`config.mk`:
```
export PLATFORM = sky130hd
export DESIGN_NAME = mips_debug_ctrl
export DESIGN_NICKNAME = d
export VERILOG_FILES = /design/src/rtl/mips_debug_ctrl.sv
export SDC_FILE = /design/constraint.sdc
export NUM_CORES = 1
export LEC_CHECK = 0
export ABC_AREA = 1
export CORE_ASPECT_RATIO = 0.8
export CORE_UTILIZATION = 40
export DETAILED_ROUTE_END_ITERATION = 7
export HOLD_SLACK_MARGIN = 0.12
export PLACE_DENSITY = 0.69
export SLEW_MARGIN = 20
export SYNTH_ARGS = -nofsm -noshare
export SYNTH_HDL_FRONTEND = slang
export SYNTH_SLANG_ARGS = --single-unit
```
`constraint.sdc`:
```
create_clock -name clk -period 1.7 [get_ports clk]
set_input_delay 0.17 -clock clk [delete_from_list [all_inputs] [get_ports clk]]
set_output_delay 0.17 -clock clk [all_outputs]
set_load 0.01 [all_outputs]
```
`src/rtl/mips_debug_ctrl.sv`:
```
// Run/step enable and interrupt-request front end for the mips pipeline.
// Synchronises and debounces the raw board buttons and mode switch.
module mips_debug_ctrl #(
  parameter int DEBOUNCE_CYCLES = 4,
  parameter int CNT_W           = 16
) (
  input  logic             clk,
  input  logic             rst,
  input  logic             debug_en,
  input  logic             debug_step,
  input  logic             int_btn,
  input  logic             int_ack,
  output logic             cpu_en,
  output logic             interrupter,
  output logic             debug_mode,
  output logic [CNT_W-1:0] step_count
);

  localparam int DB_W = (DEBOUNCE_CYCLES > 2) ? $clog2(DEBOUNCE_CYCLES) : 1;
  localparam logic [DB_W-1:0] DB_LAST = DB_W'(DEBOUNCE_CYCLES - 1);

  localparam int BTN_STEP = 0;
  localparam int BTN_INT  = 1;

  localparam logic [0:0] ST_RUN  = 1'b0;
  localparam logic [0:0] ST_STEP = 1'b1;

  logic                 en_s1_q, en_s1_d;
  logic                 en_s2_q, en_s2_d;
  logic [1:0]           btn_raw;
  logic [1:0]           btn_s1_q, btn_s1_d;
  logic [1:0]           btn_s2_q, btn_s2_d;
  logic [1:0]           filt_q, filt_d;
  logic [1:0]           filt_dly_q, filt_dly_d;
  logic [1:0][DB_W-1:0] db_cnt_q, db_cnt_d;
  logic [1:0]           btn_rise;
  logic                 cpu_en_q, cpu_en_d;
  logic                 int_q, int_d;
  logic [CNT_W-1:0]     count_q, count_d;
  logic [0:0]           state;

  assign btn_raw  = {int_btn, debug_step};
  assign btn_rise = filt_q & ~filt_dly_q;
  assign state    = en_s2_q ? ST_STEP : ST_RUN;

  // Synchronisers and per-button debounce filters.
  always_comb begin
    en_s1_d    = debug_en;
    en_s2_d    = en_s1_q;
    btn_s1_d   = btn_raw;
    btn_s2_d   = btn_s1_q;
    filt_d     = filt_q;
    filt_dly_d = filt_q;
    db_cnt_d   = db_cnt_q;
    for (int b = 0; b < 2; b++) begin
      if (btn_s2_q[b] != filt_q[b]) begin
        if (db_cnt_q[b] == DB_LAST) begin
          filt_d[b]   = btn_s2_q[b];
          db_cnt_d[b] = '0;
        end else begin
          db_cnt_d[b] = db_cnt_q[b] + DB_W'(1);
        end
      end else begin
        db_cnt_d[b] = '0;
      end
    end
  end

  // Mode FSM: free-running enable in RUN, one pulse per debounced press in STEP.
  always_comb begin
    cpu_en_d = 1'b1;
    count_d  = count_q;
    case (state)
      ST_RUN: cpu_en_d = 1'b1;
      ST_STEP: begin
        cpu_en_d = btn_rise[BTN_STEP];
        if (btn_rise[BTN_STEP]) begin
          count_d = count_q + CNT_W'(1);
        end
      end
      default: cpu_en_d = 1'b1;
    endcase
  end

  // A new request beats a simultaneous acknowledge.
  always_comb begin
    int_d = btn_rise[BTN_INT] | (int_q & ~int_ack);
  end

  always_ff @(posedge clk or posedge rst) begin
    if (rst) begin
      en_s1_q    <= 1'b0;
      en_s2_q    <= 1'b0;
      btn_s1_q   <= '0;
      btn_s2_q   <= '0;
      filt_q     <= '0;
      filt_dly_q <= '0;
      db_cnt_q   <= '0;
      cpu_en_q   <= 1'b0;
      int_q      <= 1'b0;
      count_q    <= '0;
    end else begin
      en_s1_q    <= en_s1_d;
      en_s2_q    <= en_s2_d;
      btn_s1_q   <= btn_s1_d;
      btn_s2_q   <= btn_s2_d;
      filt_q     <= filt_d;
      filt_dly_q <= filt_dly_d;
      db_cnt_q   <= db_cnt_d;
      cpu_en_q   <= cpu_en_d;
      int_q      <= int_d;
      count_q    <= count_d;
    end
  end

  assign cpu_en      = cpu_en_q;
  assign interrupter = int_q;
  assign debug_mode  = en_s2_q;
  assign step_count  = count_q;

endmodule

```
==> impl_metrics.env <==
export IMPL_result_of_the_run="finished clean"
export IMPL_worst_r2r_startpoint="step_count[0]"
export IMPL_drt_first_pass_iters=4
export IMPL_cp_buffers_inverters=1
export IMPL_synth_warnings=0
export IMPL_mappedNetlistArea_sq_um=1301
export IMPL_dp_cells=187
export IMPL_first_global_vias=799
export IMPL_synth_top_area_frac=0.6154
export IMPL_max_slew_margin_rel=0.7412
export IMPL_global_routing_usage_summed_across_all_routing_layers=0.1471
export IMPL_vias_per_cell=4.395
export IMPL_routed_via_count=857
export IMPL_route_antenna_remaining_nets=0
export IMPL_ys_ff_latch=32
export IMPL_antenna_found_initial=0
export IMPL_reg2regPathDepth=6
export IMPL_yosys_top_cells_area="dfrtp_1 62%, nand2_1 6.3%, inv_1 4.9%"
export IMPL_overall_die_area_sq_um=3487
export IMPL_detail_placement_hpwl_microns=1557
export IMPL_largest_delay_share_family_worst_path="buffers and inverters"
export IMPL_nFillCells=273
export IMPL_cp_arrival_ns=1.27
export IMPL_ctsRootBufferMaster="clkbuf_8"
export IMPL_clock_path_buffers=2
export IMPL_drcViolationCount=0
export IMPL_r2r_setup_slk_ns=0.37
export IMPL_first_iter_violations=20
export IMPL_post_synth_inst_count=122
export IMPL_critical_path_required_ns=1.53
export IMPL_path_cells="clkdlybuf4s50_1"
export IMPL_net_count_synth=131
export IMPL_grt_first_pass_wirelength_microns=3567
export IMPL_critical_path_class="register to output pin"
export IMPL_period_share=0.8466
export IMPL_leakage_uw=0.0007733
export IMPL_number_of_cells_on_the_critical_path=1
export IMPL_die_h_microns=53.02
export IMPL_synthDistinctLibCells=18
export IMPL_worstSetupEndpoint="debug_mode"
export IMPL_synth_yosys_seq_area_share=0.6154
export IMPL_final_period_minus_worst_setup_slack_ns=1.439
export IMPL_fmaxAchievable_ghz=0.6948
export IMPL_numCtsBuffers=5
export IMPL_slew_viol_final=0
export IMPL_clock_skew_final_ns=0.005019
export IMPL_synth_most_common_cell="dfrtp_1"
export IMPL_fp_coreArea_sq_um=3085
export IMPL_asyncSetResetFlopFracSynth=1.000
export IMPL_holdBufCountCts=0
export IMPL_tritoncts="done"
export IMPL_gp_routability_congestion=0.7425
export IMPL_clk_pin_slew_worst_paths_ns=0.06
export IMPL_finalHoldViolCount=0
export IMPL_synth_enable_flop_cells=0
export IMPL_max_vdd_ir_drop_v=0.0007475
export IMPL_worst_slew_pin_transition_ns=0.3852
export IMPL_antenna_diode_count=0
export IMPL_syn2layout_area_growth_pct=29.81
export IMPL_cellPowerDensity_nw_per_um2=1229
export IMPL_wl_per_cell_microns=10.87
export IMPL_ys_flop_type="dfrtp_1"
export IMPL_critical_path_reg2reg_endpoint="step_count[12]"
export IMPL_finish_net_count=163
export IMPL_worst_min_delay_path_category="input pin to asynchronous set/reset pin"
export IMPL_setup_tns_final_ns=0
export IMPL_fp_dieW_microns=65.77
export IMPL_ys_top_cells_by_count="32 x dfrtp_1, 22 x nand2_1, 17 x inv_1, 11 x nor2_1"
export IMPL_avgSynthCellArea_sq_um=10.67
export IMPL_cp_max_fo=4
export IMPL_slowest_delay_ns=0.57
export IMPL_drv_max_cap_violation_count=0
export IMPL_clk_insertion_delay_late_ns=0.28
export IMPL_fin_area_sq_um=1689
export IMPL_detail_route_wirelength_microns=2120
export IMPL_final_layout_size_suffix_gt1_frac=0.08387
export IMPL_worst_setup_path_start_kind="register"
export IMPL_post_cts_resize_count=0
export IMPL_start_util=0.4217
export IMPL_finalNonFillerCells=195
export IMPL_post_synth_top_area_cell="dfrtp_1"
export IMPL_cts_htree_levels=2
export IMPL_placement_cell_area_sq_um=1599
export IMPL_critical_path_endpoint_type="output pin"
export IMPL_io_buffers=24
export IMPL_grt_overflow_total=0
export IMPL_library_cell_contributing_the_largest_single_delay_on_the_critical_path="clkdlybuf4s50_1"
export IMPL_cts_sinks=32
export IMPL_rsz0062_at_grt="no"
export IMPL_grt_max_degree=33
export IMPL_finalSetupViolations=0
export IMPL_boundaryPins=25
export IMPL_cts_post_setup_buffers_inserted=0
export IMPL_placement_rows=18
export IMPL_worst_setup_path_startpoint="debug_mode"
[worst min path at each step]
stage                start             to  slack (ns)  cells past startpoint
3_3_place_gp   btn_s1_q[1]    btn_s2_q[1]        0.33                      0
6_report               rst  step_count[3]        0.27                      3
3_5_place_dp       en_s1_q     debug_mode        0.34                      0
5_1_grt            int_btn    btn_s1_q[1]        0.31                      1
4_1_cts                rst  step_count[4]        0.28                      3
2_1_floorplan   debug_step    btn_s1_q[0]        0.20                      0
[layout by cell type, fill, tap and decap left out, drive strengths merged]
cell / n
clkbuf: 8
xor2: 6
o21ai: 5
nand4: 3
dfrtp: 32
inv: 17
mux2: 1
nor2: 13
o22ai: 1
ha: 3
nand2: 23
clkdlybuf4s50: 24
xnor2: 7
nand3: 4
nor3: 7
buf: 1
[flip-flops by register name, summed over array words and instances (netlist names), 2 cells and up]
register    cells
btn_s1_q        2
btn_s2_q        2
db_cnt_q        4
filt_dly_d      2
filt_dly_q      2
step_count     16
[power by group]
group	internal, uW	switching (uW)	total (uW)	leakage (uW)
combinational	242	215	457	0.000315
clock	329	256	585	0.0000455
sequential	916	117	1030	0.000413
total	1490	588	2080	0.000773
[routing by layer]
metal	wire, microns	track usage	vias to the layer above	part of all wire
li1	-	-	447	-
met1	1053	0.1757	385	0.50
met2	912	0.2194	18	0.43
met3	97	0.05819	7	0.046
met4	57	0.09783	0	0.027
met5	0	0	-	0
[through the flow]
stage	hold WS (ns)	utilization	total power, uW	worst slack, ns
2_1_floorplan	0.2014	-	1290	0.4252
4_1_cts	0.2816	0.5474	2110	0.2384
3_3_place_gp	0.3322	0.5182	1483	0.4421
5_1_grt	0.3131	0.5474	2201	0.2136
6_report	0.2704	0.5474	2075	0.2607
3_5_place_dp	0.3387	0.5182	1515	0.3555
[kinds of logic (layout without fill, tap and decap cells)]
family	after synthesis	count (layout)	share of synthesized area
AND/OR/NAND/NOR	50	50	0.1865
multiplexers	1	1	0.008653
buffers and inverters	17	50	0.04904
adder cells (fa/ha/maj)	3	3	0.02885
flip-flops	32	32	0.6154
XOR/XNOR	13	13	0.08750
AO/OA/AOI/OAI	6	6	0.02404
[final cells by class]
type,instances,area (sq um),share of cell area
timing repair buffer,25,247.7,0.1467
multi-input combinational,73,436.7,0.2585
clock buffer,8,90.09,0.05333
inverter,17,63.81,0.03778
sequential,32,800.8,0.4741
tap,40,50.05,0.02963
Power figures use the tool's default switching activity.
